--- src/rtl/noun_mem_ctrl.sv ---
// -----------------------------------------------------------------------------
// noun_mem_ctrl
// Single-requester front end for the noun cell RAM. Accepts read, write and
// cell-allocate requests on a valid/ready channel, drives the RAM port, hides
// the RAM's one-cycle registered read latency and owns the bump-allocation
// free pointer.
//
// Ports
//   clock, reset            : system clock, asynchronous active-high reset
//   req_valid/req_ready     : request handshake (one outstanding request)
//   req_op                  : 00 read, 01 write, 10 alloc, 11 reserved
//   req_addr/req_data       : cell address (read/write) and write/alloc data
//   resp_valid/resp_ready   : response handshake
//   resp_data/addr/error    : read data, accessed address, rejection flag
//   free_ptr                : next cell to be allocated (saturates at MEM_DEPTH)
//   mem_address/data/wren   : RAM port, mem_q is the RAM registered read data
// -----------------------------------------------------------------------------
module noun_mem_ctrl #(
    parameter int ADDR_W    = 10,
    parameter int DATA_W    = 69,
    parameter int MEM_DEPTH = 256
) (
    input  logic              clock,
    input  logic              reset,
    input  logic              req_valid,
    output logic              req_ready,
    input  logic [1:0]        req_op,
    input  logic [ADDR_W-1:0] req_addr,
    input  logic [DATA_W-1:0] req_data,
    output logic              resp_valid,
    input  logic              resp_ready,
    output logic [DATA_W-1:0] resp_data,
    output logic [ADDR_W-1:0] resp_addr,
    output logic              resp_error,
    output logic [ADDR_W-1:0] free_ptr,
    output logic [ADDR_W-1:0] mem_address,
    output logic [DATA_W-1:0] mem_data,
    output logic              mem_wren,
    input  logic [DATA_W-1:0] mem_q
);

    typedef enum logic [1:0] {
        IDLE    = 2'd0,
        ISSUE   = 2'd1,
        CAPTURE = 2'd2,
        RESP    = 2'd3
    } state_t;

    localparam logic [1:0] OP_READ  = 2'b00;
    localparam logic [1:0] OP_WRITE = 2'b01;
    localparam logic [1:0] OP_ALLOC = 2'b10;

    // Compared one bit wider so MEM_DEPTH == 2**ADDR_W still works.
    localparam logic [ADDR_W:0] DEPTH_X = (ADDR_W+1)'(MEM_DEPTH);

    state_t            r_state;
    logic [1:0]        r_op;
    logic [ADDR_W-1:0] r_addr;

    logic w_addr_ok;
    logic w_alloc_ok;

    assign w_addr_ok  = ({1'b0, req_addr} < DEPTH_X);
    assign w_alloc_ok = ({1'b0, free_ptr} < DEPTH_X);

    // Only combinational output: ready whenever idle and out of reset.
    assign req_ready = (r_state == IDLE) && !reset;

    // Request sequencer: decode, RAM issue, read capture and response hold.
    always_ff @(posedge clock or posedge reset) begin
        if (reset) begin
            r_state     <= IDLE;
            r_op        <= 2'b00;
            r_addr      <= '0;
            free_ptr    <= '0;
            resp_valid  <= 1'b0;
            resp_error  <= 1'b0;
            resp_data   <= '0;
            resp_addr   <= '0;
            mem_wren    <= 1'b0;
            mem_address <= '0;
            mem_data    <= '0;
        end else begin
            case (r_state)
                IDLE: begin
                    if (req_valid) begin
                        r_op   <= req_op;
                        r_addr <= req_addr;
                        if ((req_op == OP_READ) && w_addr_ok) begin
                            mem_address <= req_addr;
                            mem_wren    <= 1'b0;
                            r_state     <= ISSUE;
                        end else if ((req_op == OP_WRITE) && w_addr_ok) begin
                            mem_address <= req_addr;
                            mem_data    <= req_data;
                            mem_wren    <= 1'b1;
                            r_state     <= ISSUE;
                        end else if ((req_op == OP_ALLOC) && w_alloc_ok) begin
                            mem_address <= free_ptr;
                            mem_data    <= req_data;
                            mem_wren    <= 1'b1;
                            resp_addr   <= free_ptr;
                            r_state     <= ISSUE;
                        end else begin
                            // Rejected: no RAM access; resp_valid rises one
                            // cycle later in RESP so every non-read answers
                            // with the same one-cycle latency.
                            resp_error <= 1'b1;
                            resp_data  <= '0;
                            resp_addr  <= (req_op == OP_ALLOC) ? free_ptr : req_addr;
                            r_state    <= RESP;
                        end
                    end
                end
                ISSUE: begin
                    mem_wren <= 1'b0;
                    if (r_op == OP_READ) begin
                        r_state <= CAPTURE;
                    end else begin
                        resp_valid <= 1'b1;
                        resp_error <= 1'b0;
                        resp_data  <= '0;
                        // Alloc was only issued when below MEM_DEPTH, so the
                        // increment saturates the pointer at MEM_DEPTH.
                        if (r_op == OP_ALLOC) begin
                            free_ptr <= free_ptr + ADDR_W'(1);
                        end else begin
                            resp_addr <= r_addr;
                        end
                        r_state <= RESP;
                    end
                end
                CAPTURE: begin
                    resp_data  <= mem_q;
                    resp_addr  <= r_addr;
                    resp_valid <= 1'b1;
                    r_state    <= RESP;
                end
                RESP: begin
                    if (!resp_valid) begin
                        resp_valid <= 1'b1;
                    end else if (resp_ready) begin
                        resp_valid <= 1'b0;
                        resp_error <= 1'b0;
                        r_state    <= IDLE;
                    end
                end
                default: begin
                    mem_wren <= 1'b0;
                    r_state  <= IDLE;
                end
            endcase
        end
    end

endmodule
--- config.mk ---
export PLATFORM = sky130hd
export DESIGN_NAME = noun_mem_ctrl
export DESIGN_NICKNAME = d
export VERILOG_FILES = /design/src/rtl/noun_mem_ctrl.sv
export SDC_FILE = /design/constraint.sdc
export NUM_CORES = 1
export LEC_CHECK = 0
export CAP_MARGIN = 0
export CORE_MARGIN = 2
export CORE_UTILIZATION = 25
export DETAILED_ROUTE_END_ITERATION = 6
export PLACE_DENSITY = 0.49
export SLEW_MARGIN = 15
export SYNTH_ARGS = -nofsm -noshare
export SYNTH_HDL_FRONTEND = slang
export SYNTH_SLANG_ARGS = --single-unit
--- constraint.sdc ---
create_clock -name clock -period 8.3 [get_ports clock]
set_input_delay 2.49 -clock clock [delete_from_list [all_inputs] [get_ports clock]]
set_output_delay 2.49 -clock clock [all_outputs]
set_load 0.005 [all_outputs]
# Yosys cells after proc, flatten, opt, wreduce, memory -nomap -nowiden

Cells that the tools add are included.
W data, S select, Z words.

Flip-flop bits (word level): 185
Input bits: 154
Output and inout port bits: 172
Logic and storage cells: 99

$add $sub $neg: 1
$lt $le $gt $ge: 2
Equality and inequality tests: 15
Mux-type cells: 44
Bitwise operators: 2
Reductions and logical operators: 24

Operators by type and width:

| cell                    | count |
|---|---|
| $mux W69                | 7 |
| $pmux W69 S3            | 1 |
| $mux W10                | 10 |
| $pmux W10 S3            | 1 |
| $lt A10 B9 Y1 const B   | 2 |
| $ne A2 B2 Y1 const B    | 8 |
| $mux W1                 | 15 |
| $mux W2                 | 6 |
| $reduce_and A3 Y1       | 4 |
| $reduce_and A6 Y1       | 2 |
| $reduce_bool A3 Y1      | 4 |
| $add A10 B1 Y10 const B | 1 |
| $eq A2 B2 Y1 const B    | 4 |
| $pmux W2 S4             | 1 |
| $reduce_and A8 Y1       | 1 |
| $logic_not A2 Y1        | 3 |
| $pmux W1 S3             | 2 |
| $eq A2 B1 Y1 const B    | 2 |
| $logic_and A1 B1 Y1     | 4 |
| $ne A4 B1 Y1 const B    | 1 |
| $reduce_and A2 Y1       | 2 |
| $reduce_and A4 Y1       | 1 |
| $reduce_bool A2 Y1      | 2 |
| $not A1 Y1              | 2 |
| 2 further kinds         | 2 |

# Longest topological paths before layout

Gate-level depths: netlist (run 1).

Word-level depth: 7
Gate-level depth with buffers: 11
Depth with buffers taken out: 6

# Worst setup path after synthesis (run 1)

Ideal clock, no wire load.

Path kind: input port to output port
Start point: input reset
End point: output req_ready
Data arrival time: 2585 ps
Required time: 5810 ps
Setup slack: 3225 ps
Stages: 1
Path buffers: 0
Path through: nor2_1

Word-level cells in the longest chain between the ends: 2

Ends and longest elaborated chain:

| item                       | line | text |
|---|---|---|
| start, declared            | 24   | `input logic reset,` |
| $logic_not A1 Y1 (no line) | --   |  |
| $logic_and A1 B1 Y1        | 67   | `assign req_ready = (r_state == IDLE) && !reset;` |
| end, declared              | 26   | `output logic req_ready,` |

Every way passes these cells.

# Final worst setup path (run 1)

Ends and elaborated chain as after synthesis.

==> results of run 1 <==
-- cells by family after synthesis --
group                      synth area share, %
muxes                                    15.76
DFF                                      59.50
AOI/OAI and AO/OA                        12.08
buffers and inverters                    3.361
xor gates and xnor gates                 1.013
adders and majority gates                1.126
and+or+nand+nor                          7.172
-- through the flow --
stage | power [µW] | hold slack [ps] | area (µm²) | cells
final | 4190 | 489.2 | 11910 | 1371
after floorplan | 2371 | 473.3 | 7781 | 660
after global placement | 3426 | 470.4 | 11350 | 1340
after global routing | 4500 | 514.8 | 11910 | 1371
after CTS | 4280 | 496.2 | 11910 | 1371
after detailed placement | 3440 | 470.0 | 11350 | 1340
-- cell usage after synthesis --
| master | instances |
|---|---|
| buf_4 | 1 |
| nor3_1 | 3 |
| dfrtp_1 | 185 |
| and4b_1 | 1 |
| clkbuf_2 | 7 |
| xnor2_1 | 7 |
| nand2_1 | 95 |
| clkbuf_1 | 23 |
| nor3b_2 | 1 |
| mux2i_1 | 19 |
| o21ai_1 | 3 |
| nor3b_1 | 1 |
| inv_1 | 6 |
| a221oi_4 | 1 |
| xor2_1 | 2 |
| o21ai_2 | 10 |
| nand3_1 | 4 |
| ha_1 | 7 |
| nor4b_2 | 1 |
| buf_6 | 2 |
| o21ai_0 | 147 |
| nand4_1 | 3 |
| a21oi_1 | 3 |
| nand3b_1 | 1 |
| buf_2 | 9 |
| or4b_4 | 1 |
| and3_1 | 2 |
| a31oi_1 | 1 |
| o21a_1 | 1 |
| mux2_2 | 92 |
| buf_1 | 2 |
| or3_1 | 1 |
| a21o_2 | 1 |
| or2_1 | 3 |
| buf_12 | 1 |
| a31oi_4 | 1 |
| and2b_2 | 1 |
| buf_8 | 1 |
| nor2_1 | 6 |
| a2bb2oi_1 | 1 |
| and2_1 | 2 |
| o211ai_1 | 1 |
-- worst paths after layout --
kind                                 from        endpoint  slack (ps)  depth (start not counted)
setup / recovery                    reset       req_ready        2180                          3
hold / removal             mem_address[7]  mem_address[7]         490                          2
setup reg to reg               r_state[1]   resp_data[49]        4770                          8
hold reg to reg            mem_address[7]  mem_address[7]         490                          2
max in group asynchronous           reset   resp_data[30]        4200                          3
min in group asynchronous           reset   resp_data[10]        2660                          2
-- registers in the layout, summed over array words and instances, names as in the netlist --
signal	count
mem_data	69
resp_data	69
free_ptr	10
mem_address	10
r_addr	10
resp_addr	10
r_op	2
r_state	2
mem_wren	1
resp_error	1
resp_valid	1
-- area by class of cell --
type / instances / area [µm²] / share of cell area [%]
Inverter: 6 / 30.03 / 0.2521
Timing Repair Buffer: 330 / 3291 / 27.62
Tap cell: 396 / 495.5 / 4.159
Clock buffer: 18 / 439.2 / 3.687
Clock inverter: 13 / 125.1 / 1.050
Sequential cell: 185 / 4629 / 38.86
Multi-Input combinational cell: 423 / 2903 / 24.37
-- power groups by stage --
stage                     logic (µW)  registers (µW)  clock network (µW)
after global routing            2040            1580                 879
after floorplan                  829            1540                   0
after CTS                       1910            1520                 843
after global placement          1900            1520                   0
after detailed placement        1900            1540                   0
final                           1870            1520                 806
-- layer usage --
layer | global-route usage, % | vias up | wire length [µm]
met1 | 19.34 | 3005 | 10870
li1 | - | 2891 | -
met3 | 5.356 | 17 | 1952
met2 | 23.19 | 253 | 11000
met5 | 0 | - | 0
met4 | 3.484 | 0 | 336
-- worst max-delay path, cell delays in order --
cell and delay [ps]:
clkdlybuf4s50_1 510, nor2_1 130, clkdlybuf4s50_1 510
==> summary.md, run 1 <==
| Metric | Value |
|---|---|
| Crit end category | primary output |
| Routed WL per cell | 17.62 µm |
| Post-Route WL | 24160 µm |
| Pint | 2758 µW |
| GR Overflow Total | 0 |
| Clock latency on the worst-skew pair | 430 ps |
| CTS resizes | 0 |
| Layout cells sized above 1 | 15.38% |
| Antenna violations before repair | 0 |
| Most common cell after layout, fill and taps aside | clkdlybuf4s50_1 |
| Cell row count | 64 |
| Die Wd | 180.4 µm |
| Synth area leaders | dfrtp_1, mux2_2, o21ai_0, nand2_1, mux2i_1 |
| Clk sink count | 185 |
| Area Overhead vs Synth | 53.10% |
| Root buf cell | clkbuf_16 |
| First-pass GRT wire length | 38100 µm |
| Post-route worst setup slack | 2179 ps |
| Die height | 180.4 µm |
| Clock power share | 19.2% |
| Comb power frac | 44.6% |
| Tmin final | 6121 ps |
| Maximum vdd ir drop | 163.8 µV |
| Seq/Total Area, Yosys | 59.50% |
| Port Buffers | 325 |
| Gr usage total | 14.74% |
| Nets@finish | 1124 |
| Syn Nets | 821 |
| Synth warn | 0 |
| TritonRoute pass-1 iters | 4 |
| CP max FO | 2 |
| Post-CTS Setup Inserts | 0 |
| Most frequent cells in the layout | clkdlybuf4s50_1, dfrtp_1, o21ai_0 |
| Core Region | 30590 µm² |
| GPL Wtd Cong | 0.7457 |
| Netlist cell types | 42 |
| CTS clk-pin slew, worst paths | 80 ps |
| P_leak | 0.004971 µW |
| Post-route setup TNS | 0 ps |
| Number of CTS-inserted buffers | 17 |
| Post-synth top area share | 59.50% |
| H-tree Lvls | 4 |
| DR iter-0 viols | 347 |
| Clk_skew | 17.30 ps |
| Die Area | 32550 µm² |
| Buffer levels on the longest clock path | 2 |
| Post-Synthesis Cells | 660 |
| Final setup vio count | 0 |
| Dpl ws | 2134 ps |
| Filler cells | 3025 |
| Netlist Area Pre-Place | 7781 µm² |
| Avg Inst Size Synth | 11.79 µm² |
| Yosys top cell by area | dfrtp_1 |
| Number of synthesized register bits | 185 |
| Status | finished, final reports clean |
| Final count of hold timing violations | 0 |
| Post-detail-place hpwl | 16240 µm |
| Remaining antenna violation count | 0 |
| Switch share | 34.16% |
| CP Class | in -> out |
| Max_cap viols | 0 |
| F_max | 0.1634 GHz |
| DRC violations left | 0 |
| Setup crit start kind | primary input |
| CTS Hold Bufs | 0 |
| Max-slew headroom | 33.89% |
| Critical Path AT | 3630 ps |
| Diodes inserted | 0 |
| Vias in the first global route | 6384 |
| Crit share post-route | 73.75% |
| Slew at the pin with the worst max-slew slack | 991.7 ps |
| PD cells | 351.7 nW/µm² |
| Initial Utilization | 25.44% |
| Routed vias/inst | 4.497 |
| Switching power | 1431 µW |
| I/O pins | 326 |
| RSZ-0062 raised after global routing | no |
| Critical Path RT | 5810 ps |
| CTS tree | done |
| Util after Layout | 38.94% |
| Hold Crit Class | reg -> reg |
| Seq pwr share | 36.2% |
| DR vias | 6166 |
| Largest net degree at the start of global routing | 131 |
| Final Slew Violations | 0 |
(Power assumes the default switching activity.)
==> run 2: changes to the inputs <==
clock period = 6.2 ns   (was 8.3 ns; I/O delays follow)
==> run 2 against run 1 <==
- final cell count increased by 0.29%
- hold slack got worse by 5.7 ps
- first-iteration DRC count decreased by 24%
- clock skew decreased by 6.9 ps
- global-route usage increased by 0.057 points
- wire length decreased by 0.29%
- non-clock buffer count increased by 3
- via count decreased by 0.58%
- highest routed layer unchanged
==> summary.md, run 2 (synthesis gave the netlist of run 1 again) <==
| Metric | Value |
|---|---|
| Post-Route WL | 24080 µm (was 24160 µm) |
| Clock latency on the worst-skew pair | 430 ps (about the same) |
| Critical-path cell list | clkdlybuf4s50_1 > nor2_1 > clkdlybuf4s50_1 (unchanged) |
| CTS resizes | 0 (unchanged) |
| Nets@finish | 1127 (was 1124) |
| Core Region | 30590 µm² (unchanged) |
| Top cell by count, worst path | clkdlybuf4s50_1 (unchanged) |
| Gr usage total | 14.79% (was 14.74%) |
| CP Launch Point | reset (unchanged) |
| Number of CTS-inserted buffers | 17 (unchanged) |
| Remaining antenna violation count | 0 (unchanged) |
| Crit end category | primary output (unchanged) |
| Critical Path AT | 2920 ps (was 3630 ps) |
| Post-detail-place hpwl | 16380 µm (was 16240 µm) |
| Routed vias/inst | 4.458 (was 4.497) |
| Routed WL per cell | 17.52 µm (was 17.62 µm) |
| Die height | 180.4 µm (unchanged) |
| Setup crit start kind | primary input (unchanged) |
| Status | finished, final reports clean (unchanged) |
| Reg2reg setup slack | 3090 ps (was 4770 ps) |
| Clk sink count | 185 (unchanged) |
| Tmin final | 4782 ps |
| Post-CTS Setup Inserts | 0 (unchanged) |
| Final count of hold timing violations | 0 (unchanged) |
| Cell row count | 64 (unchanged) |
| Vias in the first global route | 6430 (was 6384) |
| TritonRoute pass-1 iters | 4 (unchanged) |
| DR vias | 6130 (was 6166) |
| RSZ-0062 raised after global routing | no (unchanged) |
| FF-to-FF Start | r_state[1] (unchanged) |
| GPL Wtd Cong | 0.7278 (was 0.7457) |
| Max_cap viols | 0 (unchanged) |
| Die Area | 32550 µm² (unchanged) |
| R2R Path End | resp_data[65] (was resp_data[49]) |
| GR Overflow Total | 0 (unchanged) |
| Buffer levels on the longest clock path | 2 (unchanged) |
| Most frequent cells in the layout | clkdlybuf4s50_1, dfrtp_1, o21ai_0 (unchanged) |
| CP max FO | 2 (unchanged) |
| Max-slew headroom | 35.88% (was 33.89%) |
| I/O pins | 326 (unchanged) |
| F_max | 0.2091 GHz |
| Layout cells sized above 1 | 15.73% (was 15.38%) |
| Die Wd | 180.4 µm (unchanged) |
| Largest net degree at the start of global routing | 71 (was 131) |
| Most common cell after layout, fill and taps aside | clkdlybuf4s50_1 (unchanged) |
| Reg2reg path depth | 8 (unchanged) |
| Area Overhead vs Synth | 54.11% (was 53.10%) |
| Clk_skew | 10.35 ps (was 17.30 ps) |
| DRC violations left | 0 (unchanged) |
| Diodes inserted | 0 (unchanged) |
| CP Class | in -> out (unchanged) |
| CTS clk-pin slew, worst paths | 70 ps (was 80 ps) |
| CP Capture Point | req_ready (unchanged) |
| CTS Hold Bufs | 0 (unchanged) |
| Final Slew Violations | 0 (unchanged) |
| Antenna violations before repair | 0 (unchanged) |
| Largest regs | mem_data: 69 flops, resp_data: 69 flops (unchanged) |
| P_leak | 0.005004 µW (was 0.004971 µW) |
| H-tree Lvls | 4 (unchanged) |
| Final Hold Slack | 483.5 ps (was 489.2 ps) |
| Initial Utilization | 25.44% (unchanged) |
| Hold Crit Class | reg -> reg (unchanged) |
| Root buf cell | clkbuf_16 (unchanged) |
| CP max stage cell | clkdlybuf4s50_1 (unchanged) |
| First-pass GRT wire length | 38260 µm (was 38100 µm) |
| Maximum vdd ir drop | 264.7 µV (was 163.8 µV) |
| PD cells | 475.6 nW/µm² (was 351.7 nW/µm²) |
| Post-route setup TNS | 0 ps (unchanged) |
| Port Buffers | 325 (unchanged) |
| CP peak stage delay | 500 ps (was 510 ps) |
| Final setup vio count | 0 (unchanged) |
| Crit share post-route | 77.13% |
| DR iter-0 viols | 265 (was 347) |
| Critical Path RT | 4340 ps (was 5810 ps) |
| CTS tree | done (unchanged) |
| Slew at the pin with the worst max-slew slack | 961.8 ps (was 991.7 ps) |
[run 2: worst min-delay path by stage]
stage / start / end / slack (ps) / depth (start not counted)
4_1_cts: mem_address[3] / mem_address[3] / 490 / 2
2_1_floorplan: mem_address[0] / mem_address[0] / 470 / 2
3_3_place_gp: mem_address[5] / mem_address[5] / 470 / 2
5_1_grt: mem_address[3] / mem_address[3] / 510 / 2
6_report: mem_address[3] / mem_address[3] / 480 / 2
3_5_place_dp: mem_address[3] / mem_address[3] / 470 / 2
[run 2: layer usage]
metal / vias up / share of wire (%) / track usage [%]
li1: 2896 / - / -
met1: 3006 / 43 / 18.34
met2: 216 / 48 / 24.17
met3: 12 / 8.6 / 6.083
met4: 0 / 0.83 / 3.161
met5: - / 0 / 0
[run 2: critical path, delay by kind of cell]
kind                   cells  cell delay (ps)
and+or+nand+nor            1              110
buffers and inverters      2              960
[run 2: area by class of cell]
| cell class | instances | area, µm² |
|---|---|---|
| fill | 3014 | 18600 |
| sequential | 185 | 4629 |
| timing repair buffer | 333 | 3326 |
| multi-input combinational | 423 | 2893 |
| tap | 396 | 495.5 |
| clock buffer | 18 | 439.2 |
| clock inverter | 14 | 182.7 |
| inverter | 6 | 26.28 |
[run 2: power by group]
part	leakage (µW)	internal [µW]	switching, µW
clock	0.000301	657	515
sequential	0.00237	1740	275
combinational	0.00233	1410	1110
[run 2: stage by stage]
stage               power, µW  cell area, µm²  cells  worst slack [ps]  util, %
global route             6118           11990   1375              1378    39.20
global placement         4593           11370   1343              1400    37.17
detailed placement       4603           11370   1343              1415    37.17
CTS                      5819           11990   1375              1412    39.20
floorplan                3174            7785    660              1961        -
finish                   5703           11990   1375              1418    39.20
==> run 3: changes to the inputs <==
clock period = 4.6 ns   (was 6.2 ns; I/O delays follow)
==> run 3 against run 2 <==
- first-iteration DRC count up 39%
- core utilization about the same
- hold slack better by 3.0 ps
- clock skew up 5.8 ps
- clock power up 25%
- global-route usage up 0.14 points
- cell area about the same
- setup slack worse by 640 ps
- sequential power up 35%
- highest routed layer is now met5
==> summary.md, run 3 (synthesis gave the netlist of run 1 again) <==
| Metric | Value |
|---|---|
| Switching power | 2551 µW (was 1898 µW) |
| Post-CTS Setup Inserts | 0 (unchanged) |
| Slew at the pin with the worst max-slew slack | 952.8 ps (was 961.8 ps) |
| Area Overhead vs Synth | 54.09% (was 54.11%) |
| GR Overflow Total | 0 (unchanged) |
| CP Launch Point | reset (unchanged) |
| Max_cap viols | 0 (unchanged) |
| Clk_skew | 16.17 ps (was 10.35 ps) |
| Die Wd | 180.4 µm (unchanged) |
| Critical Path AT | 2440 ps (was 2920 ps) |
| Routed vias/inst | 4.480 (was 4.458) |
| FF-to-FF Start | r_state[1] (unchanged) |
| Root buf cell | clkbuf_16 (unchanged) |
| CTS tree | done (unchanged) |
| Layout cells sized above 1 | 15.78% (was 15.73%) |
| CP Class | in -> out (unchanged) |
| Diodes inserted | 0 (unchanged) |
| Number of CTS-inserted buffers | 17 (unchanged) |
| Routed WL per cell | 17.55 µm (was 17.52 µm) |
| Remaining antenna violation count | 0 (unchanged) |
| Final Hold Slack | 486.6 ps (was 483.5 ps) |
| Min-delay src | mem_address[3] (unchanged) |
| Max-slew headroom | 36.48% (was 35.88%) |
| Largest net degree at the start of global routing | 76 (was 71) |
| GPL Wtd Cong | 0.7196 (was 0.7278) |
| Hold depth | 2 (unchanged) |
| Post-detail-place hpwl | 16500 µm (was 16380 µm) |
| Final count of hold timing violations | 0 (unchanged) |
| Gr usage total | 14.94% (was 14.79%) |
| Initial Utilization | 25.44% (unchanged) |
| CTS Hold Bufs | 0 (unchanged) |
| Final Slew Violations | 0 (unchanged) |
| Status | finished, final reports clean (unchanged) |
| Hold Crit Class | reg -> reg (unchanged) |
| Maximum vdd ir drop | 424.5 µV (was 264.7 µV) |
| Nets@finish | 1130 (was 1127) |
| Switch share | 33.57% (was 33.27%) |
| Largest regs | mem_data: 69 flops, resp_data: 69 flops (unchanged) |
| Setup crit start kind | primary input (unchanged) |
| TritonRoute pass-1 iters | 4 (unchanged) |
| FF+latch area | 4629 µm² (unchanged) |
| PD cells | 633.9 nW/µm² (was 475.6 nW/µm²) |
| Most frequent cells in the layout | clkdlybuf4s50_1, dfrtp_1, o21ai_0 (unchanged) |
| Most common cell after layout, fill and taps aside | clkdlybuf4s50_1 (unchanged) |
| Post-Route WL | 24190 µm (was 24080 µm) |
| Critical Path RT | 3220 ps (was 4340 ps) |
| Post-route setup TNS | 0 ps (unchanged) |
| Vias in the first global route | 6461 (was 6430) |
| CTS clk-pin slew, worst paths | 70 ps (about the same) |
| Reg2reg path depth | 7 (was 8) |
| Seq pwr share | 35.8% (was 35.4%) |
| Area taken by multi-input logic gates | 2893 µm² (unchanged) |
| Comb power frac | 44.9% (was 44.1%) |
| DR iter-0 viols | 368 (was 265) |
| Die Area | 32550 µm² (unchanged) |
| Clock power share | 19.2% (was 20.6%) |
| P_leak | 0.005007 µW (was 0.005004 µW) |
| H-tree Lvls | 4 (unchanged) |
| Buffer levels on the longest clock path | 2 (unchanged) |
| Die height | 180.4 µm (unchanged) |
| Crit end category | primary output (unchanged) |
| Clock latency on the worst-skew pair | 440 ps (was 430 ps) |
| Filler cells | 3018 (was 3014) |
| F_max | 0.2616 GHz |
| CTS resizes | 0 (unchanged) |
| Pint | 5049 µW (was 3806 µW) |
| DRC violations left | 0 (unchanged) |
| Final setup vio count | 0 (unchanged) |
| Port Buffers | 325 (unchanged) |
| RSZ-0062 raised after global routing | no (unchanged) |
| DR vias | 6174 (was 6130) |
| I/O pins | 326 (unchanged) |
| Core Region | 30590 µm² (unchanged) |
| CP max FO | 2 (unchanged) |
| Antenna violations before repair | 1 (was 0) |
| First-pass GRT wire length | 38220 µm (was 38260 µm) |
| Clk sink count | 185 (unchanged) |
| Cell row count | 64 (unchanged) |
| Tmin final | 3823 ps |
| Crit share post-route | 83.11% |
## run 3: cell types whose count changed in the layout (fill, tap and decap cells not counted), sizes merged
| cell | delta |
|---|---|
| buf | +3 |
| clkinvlp | -1 |
| inv | -1 |
| bufinv | -2 |
| clkbuf | +2 |
| clkinv | +2 |
## run 3: metrics by stage
step	setup slack (ps)	cells	utilization [%]	area, µm²	power (µW)
CTS	772.6	1378	39.20	11990	7746
floorplan	841.5	660	-	7785	4278
global route	733.4	1378	39.20	11990	8172
detailed placement	774.4	1346	37.36	11430	6231
global placement	766.4	1346	37.36	11430	6217
finish	776.9	1378	39.20	11990	7601
## run 3: critical path: stages
cell             delay [ps]
clkdlybuf4s50_1         460
nor2_1                  110
clkdlybuf4s50_1         500
## run 3: path summary, 6_finish.rpt
check                                  to  slack (ps)
max                             req_ready         780
min                        mem_address[3]         490
max reg2reg                 resp_data[19]        2190
min reg2reg                mem_address[3]         490
max in group asynchronous    mem_data[44]        2220
min in group asynchronous   resp_data[41]        1490
## run 3: power by group through the flow
stage | Sequential [µW] | Combinational (µW) | Clock, µW
6_report | 2720 | 3420 | 1460
5_1_grt | 2830 | 3750 | 1590
4_1_cts | 2730 | 3490 | 1530
3_5_place_dp | 2760 | 3480 | 0
3_3_place_gp | 2730 | 3490 | 0
2_1_floorplan | 2780 | 1500 | 0
## run 3: cell type report
class | count | area share, %
flip-flops and latches | 185 | 38.61
well taps | 396 | 4.132
clock inverters | 12 | 0.9496
inverters | 6 | 0.2191
clock buffers | 20 | 3.725
multi-input cells | 423 | 24.13
repair buffers | 336 | 28.24
## run 3: routing by layer
layer	wire [µm]	GRT usage, %	part of all wire, %	up-vias
met5	13	0	0.054	-
met4	316	3.581	1.3	2
met3	1968	5.942	8.1	19
met2	11360	23.97	47	215
met1	10530	18.87	44	3019
li1	-	-	-	2919
